$ cat config.mk
export PLATFORM = sky130hd
export DESIGN_NAME = mac_multi_ch_acc
export DESIGN_NICKNAME = d
export VERILOG_FILES = /design/src/rtl/mac_multi_ch_acc.sv
export SDC_FILE = /design/constraint.sdc
export NUM_CORES = 2
export LEC_CHECK = 0
export CORE_MARGIN = 3
export CORE_UTILIZATION = 57
export CTS_BUF_LIST = sky130_fd_sc_hd__clkbuf_4
export DETAILED_ROUTE_END_ITERATION = 6
export HOLD_SLACK_MARGIN = 0.1
export PLACE_DENSITY = 0.74
export SLEW_MARGIN = 20
export SYNTH_ARGS = -nofsm -noshare
export SYNTH_HDL_FRONTEND = slang
export SYNTH_SLANG_ARGS = --single-unit
$ cat constraint.sdc
create_clock -name MAC_ACC_CLK -period 10.5 [get_ports MAC_ACC_CLK]
set_input_delay 2.625 -clock MAC_ACC_CLK [delete_from_list [all_inputs] [get_ports MAC_ACC_CLK]]
set_output_delay 2.625 -clock MAC_ACC_CLK [all_outputs]
set_load 0.01 [all_outputs]
$ cat src/rtl/mac_multi_ch_acc.sv
// Multi-channel MAC: one shared multiplier feeding NUM_CH accumulators through a 3-stage pipeline.
// Optional MAC_ACC_OVF_STICKY_EN adds a per-channel sticky accumulator overflow output (acc_ovf).
module mac_multi_ch_acc #(
  parameter int DATA_W  = 16,
  parameter int GUARD_W = 8,
  parameter int NUM_CH  = 4,
  parameter int CH_W    = (NUM_CH > 1) ? $clog2(NUM_CH) : 1,
  parameter int SEL_W   = 6
) (
  input  logic              MAC_ACC_CLK,
  input  logic              acc_ff_rstn,
  input  logic              EFPGA_MATHB_CLK_EN,
  input  logic              in_valid,
  input  logic [CH_W-1:0]   in_ch,
  input  logic [DATA_W-1:0] in_oper,
  input  logic [DATA_W-1:0] in_coef,
  input  logic              in_tc,
  input  logic              in_clear,
  input  logic              in_rnd,
  input  logic [SEL_W-1:0]  in_out_sel,
  input  logic              in_sat,
  output logic              out_valid,
  output logic [CH_W-1:0]   out_ch,
  output logic [DATA_W-1:0] mac_out,
  output logic              sat_flag
`ifdef MAC_ACC_OVF_STICKY_EN
  ,
  output logic [NUM_CH-1:0] acc_ovf
`endif
);

  localparam int ACC_W = 2*DATA_W + GUARD_W;
  localparam int KMAX  = ACC_W - DATA_W;
  localparam logic [SEL_W-1:0] LP_KMAX   = SEL_W'(KMAX);
  localparam logic [CH_W:0]    LP_NUM_CH = (CH_W+1)'(NUM_CH);

  // S1: operands widened by one bit so a single signed multiply serves both modes
  logic signed [DATA_W:0]     w_a_x;
  logic signed [DATA_W:0]     w_b_x;
  logic signed [2*DATA_W+1:0] w_prod_s;
  logic [ACC_W-1:0]           w_prod;

  assign w_a_x    = {in_tc & in_oper[DATA_W-1], in_oper};
  assign w_b_x    = {in_tc & in_coef[DATA_W-1], in_coef};
  assign w_prod_s = w_a_x * w_b_x;
  assign w_prod   = ACC_W'(w_prod_s);

  logic              r_s1_vld;
  logic [CH_W-1:0]   r_s1_ch;
  logic [ACC_W-1:0]  r_s1_prod;
  logic              r_s1_tc;
  logic              r_s1_clr;
  logic              r_s1_rnd;
  logic [SEL_W-1:0]  r_s1_sel;
  logic              r_s1_sat;

  always_ff @(posedge MAC_ACC_CLK or negedge acc_ff_rstn) begin
    if (!acc_ff_rstn) begin
      r_s1_vld  <= 1'b0;
      r_s1_ch   <= '0;
      r_s1_prod <= '0;
      r_s1_tc   <= 1'b0;
      r_s1_clr  <= 1'b0;
      r_s1_rnd  <= 1'b0;
      r_s1_sel  <= '0;
      r_s1_sat  <= 1'b0;
    end else if (EFPGA_MATHB_CLK_EN) begin
      r_s1_vld <= in_valid;
      if (in_valid) begin
        r_s1_ch   <= in_ch;
        r_s1_prod <= w_prod;
        r_s1_tc   <= in_tc;
        r_s1_clr  <= in_clear;
        r_s1_rnd  <= in_rnd;
        r_s1_sel  <= in_out_sel;
        r_s1_sat  <= in_sat;
      end
    end
  end

  // S2: out-of-range window select collapses to k=0 here so S3 sees a legal k
  logic [ACC_W-1:0] r_acc [NUM_CH];
  logic [SEL_W-1:0] w_k;
  logic [ACC_W-1:0] w_rb;
  logic             w_ch_ok;
  logic [ACC_W-1:0] w_acc_rd;
  logic [ACC_W-1:0] w_fb;
  logic [ACC_W-1:0] w_sum;
  logic             w_s2_upd;

  assign w_k      = (r_s1_sel > LP_KMAX) ? '0 : r_s1_sel;
  assign w_rb     = (w_k == '0) ? '0 : (ACC_W'(1) << (w_k - SEL_W'(1)));
  assign w_ch_ok  = ({1'b0, r_s1_ch} < LP_NUM_CH);
  assign w_acc_rd = w_ch_ok ? r_acc[r_s1_ch] : '0;
  assign w_fb     = r_s1_clr ? '0 : (r_s1_rnd ? w_rb : w_acc_rd);
  assign w_sum    = r_s1_prod + w_fb;
  assign w_s2_upd = EFPGA_MATHB_CLK_EN & r_s1_vld;

`ifdef MAC_ACC_OVF_STICKY_EN
  logic              w_ovf;
  logic [NUM_CH-1:0] r_acc_ovf;

  assign w_ovf = r_s1_tc ? ((r_s1_prod[ACC_W-1] == w_fb[ACC_W-1]) &&
                            (w_sum[ACC_W-1] != r_s1_prod[ACC_W-1]))
                         : (w_sum < r_s1_prod);
  assign acc_ovf = r_acc_ovf;
`endif

  for (genvar c = 0; c < NUM_CH; c++) begin : g_ch
    always_ff @(posedge MAC_ACC_CLK or negedge acc_ff_rstn) begin
      if (!acc_ff_rstn) begin
        r_acc[c] <= '0;
      end else if (w_s2_upd && (r_s1_ch == CH_W'(c))) begin
        r_acc[c] <= w_sum;
      end
    end

`ifdef MAC_ACC_OVF_STICKY_EN
    always_ff @(posedge MAC_ACC_CLK or negedge acc_ff_rstn) begin
      if (!acc_ff_rstn) begin
        r_acc_ovf[c] <= 1'b0;
      end else if (w_s2_upd && (r_s1_ch == CH_W'(c))) begin
        if (w_ovf) begin
          r_acc_ovf[c] <= 1'b1;
        end else if (r_s1_clr) begin
          r_acc_ovf[c] <= 1'b0;
        end
      end
    end
`endif
  end

  logic              r_s2_vld;
  logic [CH_W-1:0]   r_s2_ch;
  logic [ACC_W-1:0]  r_s2_acc;
  logic              r_s2_tc;
  logic [SEL_W-1:0]  r_s2_k;
  logic              r_s2_sat;

  always_ff @(posedge MAC_ACC_CLK or negedge acc_ff_rstn) begin
    if (!acc_ff_rstn) begin
      r_s2_vld <= 1'b0;
      r_s2_ch  <= '0;
      r_s2_acc <= '0;
      r_s2_tc  <= 1'b0;
      r_s2_k   <= '0;
      r_s2_sat <= 1'b0;
    end else if (EFPGA_MATHB_CLK_EN) begin
      r_s2_vld <= r_s1_vld;
      if (r_s1_vld) begin
        r_s2_ch  <= r_s1_ch;
        r_s2_acc <= w_sum;
        r_s2_tc  <= r_s1_tc;
        r_s2_k   <= w_k;
        r_s2_sat <= r_s1_sat;
      end
    end
  end

  // S3: window extraction; the fit checks look at everything above the window
  logic [DATA_W-1:0]       w_win;
  logic signed [ACC_W-1:0] w_hi_s;
  logic [ACC_W-1:0]        w_hi_u;
  logic                    w_fit;
  logic [DATA_W-1:0]       w_clamp;
  logic                    w_do_sat;

  assign w_win    = DATA_W'(r_s2_acc >> r_s2_k);
  assign w_hi_s   = $signed(r_s2_acc) >>> (32'(r_s2_k) + DATA_W - 1);
  assign w_hi_u   = r_s2_acc >> (32'(r_s2_k) + DATA_W);
  assign w_fit    = r_s2_tc ? ((w_hi_s == '0) || (w_hi_s == '1)) : (w_hi_u == '0);
  assign w_clamp  = !r_s2_tc ? '1 :
                    (r_s2_acc[ACC_W-1] ? {1'b1, {(DATA_W-1){1'b0}}}
                                       : {1'b0, {(DATA_W-1){1'b1}}});
  assign w_do_sat = r_s2_sat & ~w_fit;

  logic              r_out_vld;
  logic [CH_W-1:0]   r_out_ch;
  logic [DATA_W-1:0] r_out_data;
  logic              r_out_sat;

  always_ff @(posedge MAC_ACC_CLK or negedge acc_ff_rstn) begin
    if (!acc_ff_rstn) begin
      r_out_vld  <= 1'b0;
      r_out_ch   <= '0;
      r_out_data <= '0;
      r_out_sat  <= 1'b0;
    end else if (EFPGA_MATHB_CLK_EN) begin
      r_out_vld <= r_s2_vld;
      if (r_s2_vld) begin
        r_out_ch   <= r_s2_ch;
        r_out_data <= w_do_sat ? w_clamp : w_win;
        r_out_sat  <= w_do_sat;
      end
    end
  end

  assign out_valid = r_out_vld;
  assign out_ch    = r_out_ch;
  assign mac_out   = r_out_data;
  assign sat_flag  = r_out_sat;

endmodule

==> summary.txt <==
Outcome
  • Status: complete, no violations

Critical path
  • Slowest-stage cell, CP: clkdlybuf4s50_1
  • FF-to-FF path depth: 17
  • Worst setup path class: primary input to register
  • Critical path arrival: 9.66 ns
  • FF-to-FF setup slack: ~4.2 ns
  • FF-to-FF End: mac_out[9]
  • Max FO, Critical Path: 13
  • CP Capture Type: register
  • Crit path top cell by count: fa_1
  • Slowest Stage Delay on Critical Path: just under 0.7 ns
  • Buf+Inv Stages, Crit Path: 6
  • CP delay by family, top: adder cells
  • WP data required: around 11 ns
  • R2R Path Start: r_s2_k[0]
  • Nature of the critical path startpoint: primary input

Detailed routing
  • DRC: 0
  • WL/cell: between 20 and 25 um
  • Vias: approximately 25000
  • Drt pass-1 iters: 5
  • Initial drt markers: 1804
  • Final ANT Viol Nets: 0
  • Routed WL: approximately 84000 um
  • Vias/cell: 6.11

Clock network
  • H-tree levels: 3
  • Setup Buffers After CTS: 0
  • Root Buffer: clkbuf_4
  • Number of buffers created by CTS: 73
  • CTS Hold Bufs: 0
  • CTS tree: yes
  • Reg clk slew, reported paths: about 0.060 ns
  • Bufs on Longest Clock Path: 3
  • TritonCTS Sinks: roughly 280
  • Clock Latency Late Sink: around 0.75 ns
  • CTS resizes: 0

Logic synthesis
  • EDFF count, synth: 0
  • Synth async-reset ratio: 1.00
  • Post-Syn Area per Cell: ~9.1 um^2
  • Synth Cell Area: approximately 30000 um^2
  • Yosys top cell area share: 0.231
  • Top_reg_cell synth: dfrtp_1
  • Netlist cell types: about 110
  • #FFs+latches synth: around 280
  • Synth area leaders: dfrtp_1 23%, fa_1 20%, nand2_1 6.7%
  • Leading area contributor after synthesis: dfrtp_1
  • Syn. warnings: 0
  • Syn_nets: 3781
  • Cells after Synth: 3307
  • Seq/Total Area, Yosys: 0.231

Timing
  • Setup_tns: 0 ns
  • Period utilisation layout: 0.862
  • Final Setup Violations: 0
  • Slew @ Worst Pin: 1.09 ns
  • Final Skew: between 0.05 and 0.06 ns
  • Max_slew headroom: 0.276
  • F_max: roughly 110 MHz
  • Slew Limit Fails: 0
  • Setup ws final: between 1 and 1.5 ns
  • Final Hold Fails: 0
  • RSZ-0062 raised after global routing: no
  • Crit path time final: 9.05 ns

Final layout
  • Syn-to-layout area delta: 6.26%
  • Share of cells above drive strength 1: 0.109
  • Layout Utilization: 0.617
  • Post-route design area: 32000 um^2
  • Final net count: between 3000 and 4000

Hold path
  • Worst hold start: r_acc[29]
  • Worst Hold Path EP: r_acc[29]
  • Hold depth: 2
  • Hold/Removal Path Class: register to register

Die
  • Die width: between 200 and 250 um
  • Area of the core: 51800 um^2
  • Core Rows: 83
  • Height of the die: about 240 um
  • IO Count: 68
  • Initial core utilization: 0.581
  • Full die area: roughly 56000 um^2

Global routing
  • Via count of the first global-routing pass: roughly 25000
  • Pin count of the biggest net entering global routing: 186
  • GRT Overall Usage: 0.305
  • Initial antenna violation count: 1
  • First-pass GRT wire length: between 100000 and 150000 um
  • GR Overflow Total: 0

Power and ir drop
  • Maximum vdd drop: 284 uV
  • LEAKAGE: 0.0150 uW
  • Power density over the cells: roughly 350 nW/um^2

Flow run
  • Maxcap violations: 0

Place
  • Worst slack, placed: about 0.67 ns
  • GPL Wtd Cong: around 0.98
  • HPWL Detailed: 64600 um
  • Port Buf Inserts: between 60 and 70
  • Dpl cell area: about 31000 um^2
## registers in the layout, indices dropped and copies added (netlist names)
signal     cells
out_ch         2
r_s1_prod     34
mac_out       16
r_s1_clr       1
r_s1_sel       6
r_s1_rnd       1
r_s2_ch        2
r_s2_acc      40
r_acc        160
r_s1_vld       1
r_s2_tc        1
r_s2_vld       1
r_s1_ch        2
r_s1_tc        1
sat_flag       1
r_s2_sat       1
out_valid      1
r_s1_sat       1
r_s2_k         6
## cells in the mapped netlist (18+ instances only)
cell / instances
mux2i_1: 55
xor2_1: 37
inv_1: 360
clkbuf_1: 146
ha_1: 129
fa_1: 297
o22ai_1: 33
nand3_1: 34
nor2_1: 125
and3_1: 18
a21oi_1: 102
a211oi_1: 50
and2_1: 164
nand2b_1: 32
a31oi_1: 20
mux4_2: 83
nand2_1: 536
mux2_2: 55
nor3_1: 55
xnor2_1: 36
buf_2: 26
nor2b_1: 22
dfrtp_1: 278
a21o_1: 27
o21ai_0: 287
## power breakdown
part           internal, uW  total, uW  switching (uW)
logic                  3480       8370            4890
clock network           479        929             450
registers              1550       1960             408
## worst register-to-register path: stages (launching register included)
cell and delay (ns):
dfrtp_4 0.72, inv_4 0.30, ha_1 0.52, nand2_1 0.12
a21oi_1 0.19, ha_2 0.18, buf_4 0.48, nand2b_1 0.55
nand2_1 0.45, o22ai_1 0.28, a22o_1 0.32, o211a_1 0.21
o311ai_1 0.50, o21ai_0 0.31, nor4_2 0.32, o22ai_2 0.26
a21oi_4 0.32, o22ai_1 0.14
## placed cells by master, fill, tap and decap left out, types with 66 or more instances in the layout
cell             instances
o21ai_0                287
ha_1                   128
nor2_1                 124
and2_1                 164
a21oi_1                102
clkbuf_4               104
fa_1                   297
clkdlybuf4s50_1         66
dfrtp_1                274
inv_1                  360
mux4_2                  83
nand2_1                534
## cell families after synthesis
kind of cell               share of synthesized area
AOI/OAI and AO/OA                              0.145
adders and majority gates                      0.251
DFF                                            0.231
buffers and inverters                         0.0765
and+or+nand+nor                                0.171
muxes                                          0.103
xor gates and xnor gates                      0.0223
## how the worst max path moves through the flow
stage,from,cells after the start,end
global placement,in_coef[2],23,r_s1_prod[31]
floorplan,in_tc,26,r_s1_prod[31]
CTS,in_coef[2],23,r_s1_prod[31]
global route,in_oper[15],27,r_s1_prod[31]
finish,in_tc,26,r_s1_prod[31]
detailed placement,in_coef[2],23,r_s1_prod[31]
## metrics by stage
| stage | power [uW] | instances | hold slack [ns] |
|---|---|---|---|
| floorplan | 8150 | 3307 | 0.433 |
| global placement | 10000 | 3897 | 0.454 |
| detailed placement | 10300 | 3897 | 0.463 |
| CTS | 11200 | 4019 | 0.478 |
| global route | 12400 | 4020 | 0.501 |
| finish | 11300 | 4020 | 0.475 |
## cell type report
class	instances	area, um^2
diodes	1	2.50
clock buffers	104	781
clock inverters	18	108
fillers	4474	19800
inverters	362	1360
multi-input cells	2465	20900
flip-flops and latches	278	6960
well taps	680	851
repair buffers	112	1030
## per-layer routing
metal | routed length (um) | part of all wire | vias up | track usage
li1 | - | - | 11205 | -
met4 | 3570 | 0.042 | 0 | 0.127
met3 | 5170 | 0.061 | 198 | 0.0401
met5 | 0 | 0 | - | 0
met1 | 34800 | 0.41 | 12212 | 0.401
met2 | 40700 | 0.48 | 942 | 0.513
No activity file was read; power rests on OpenSTA's default activity.
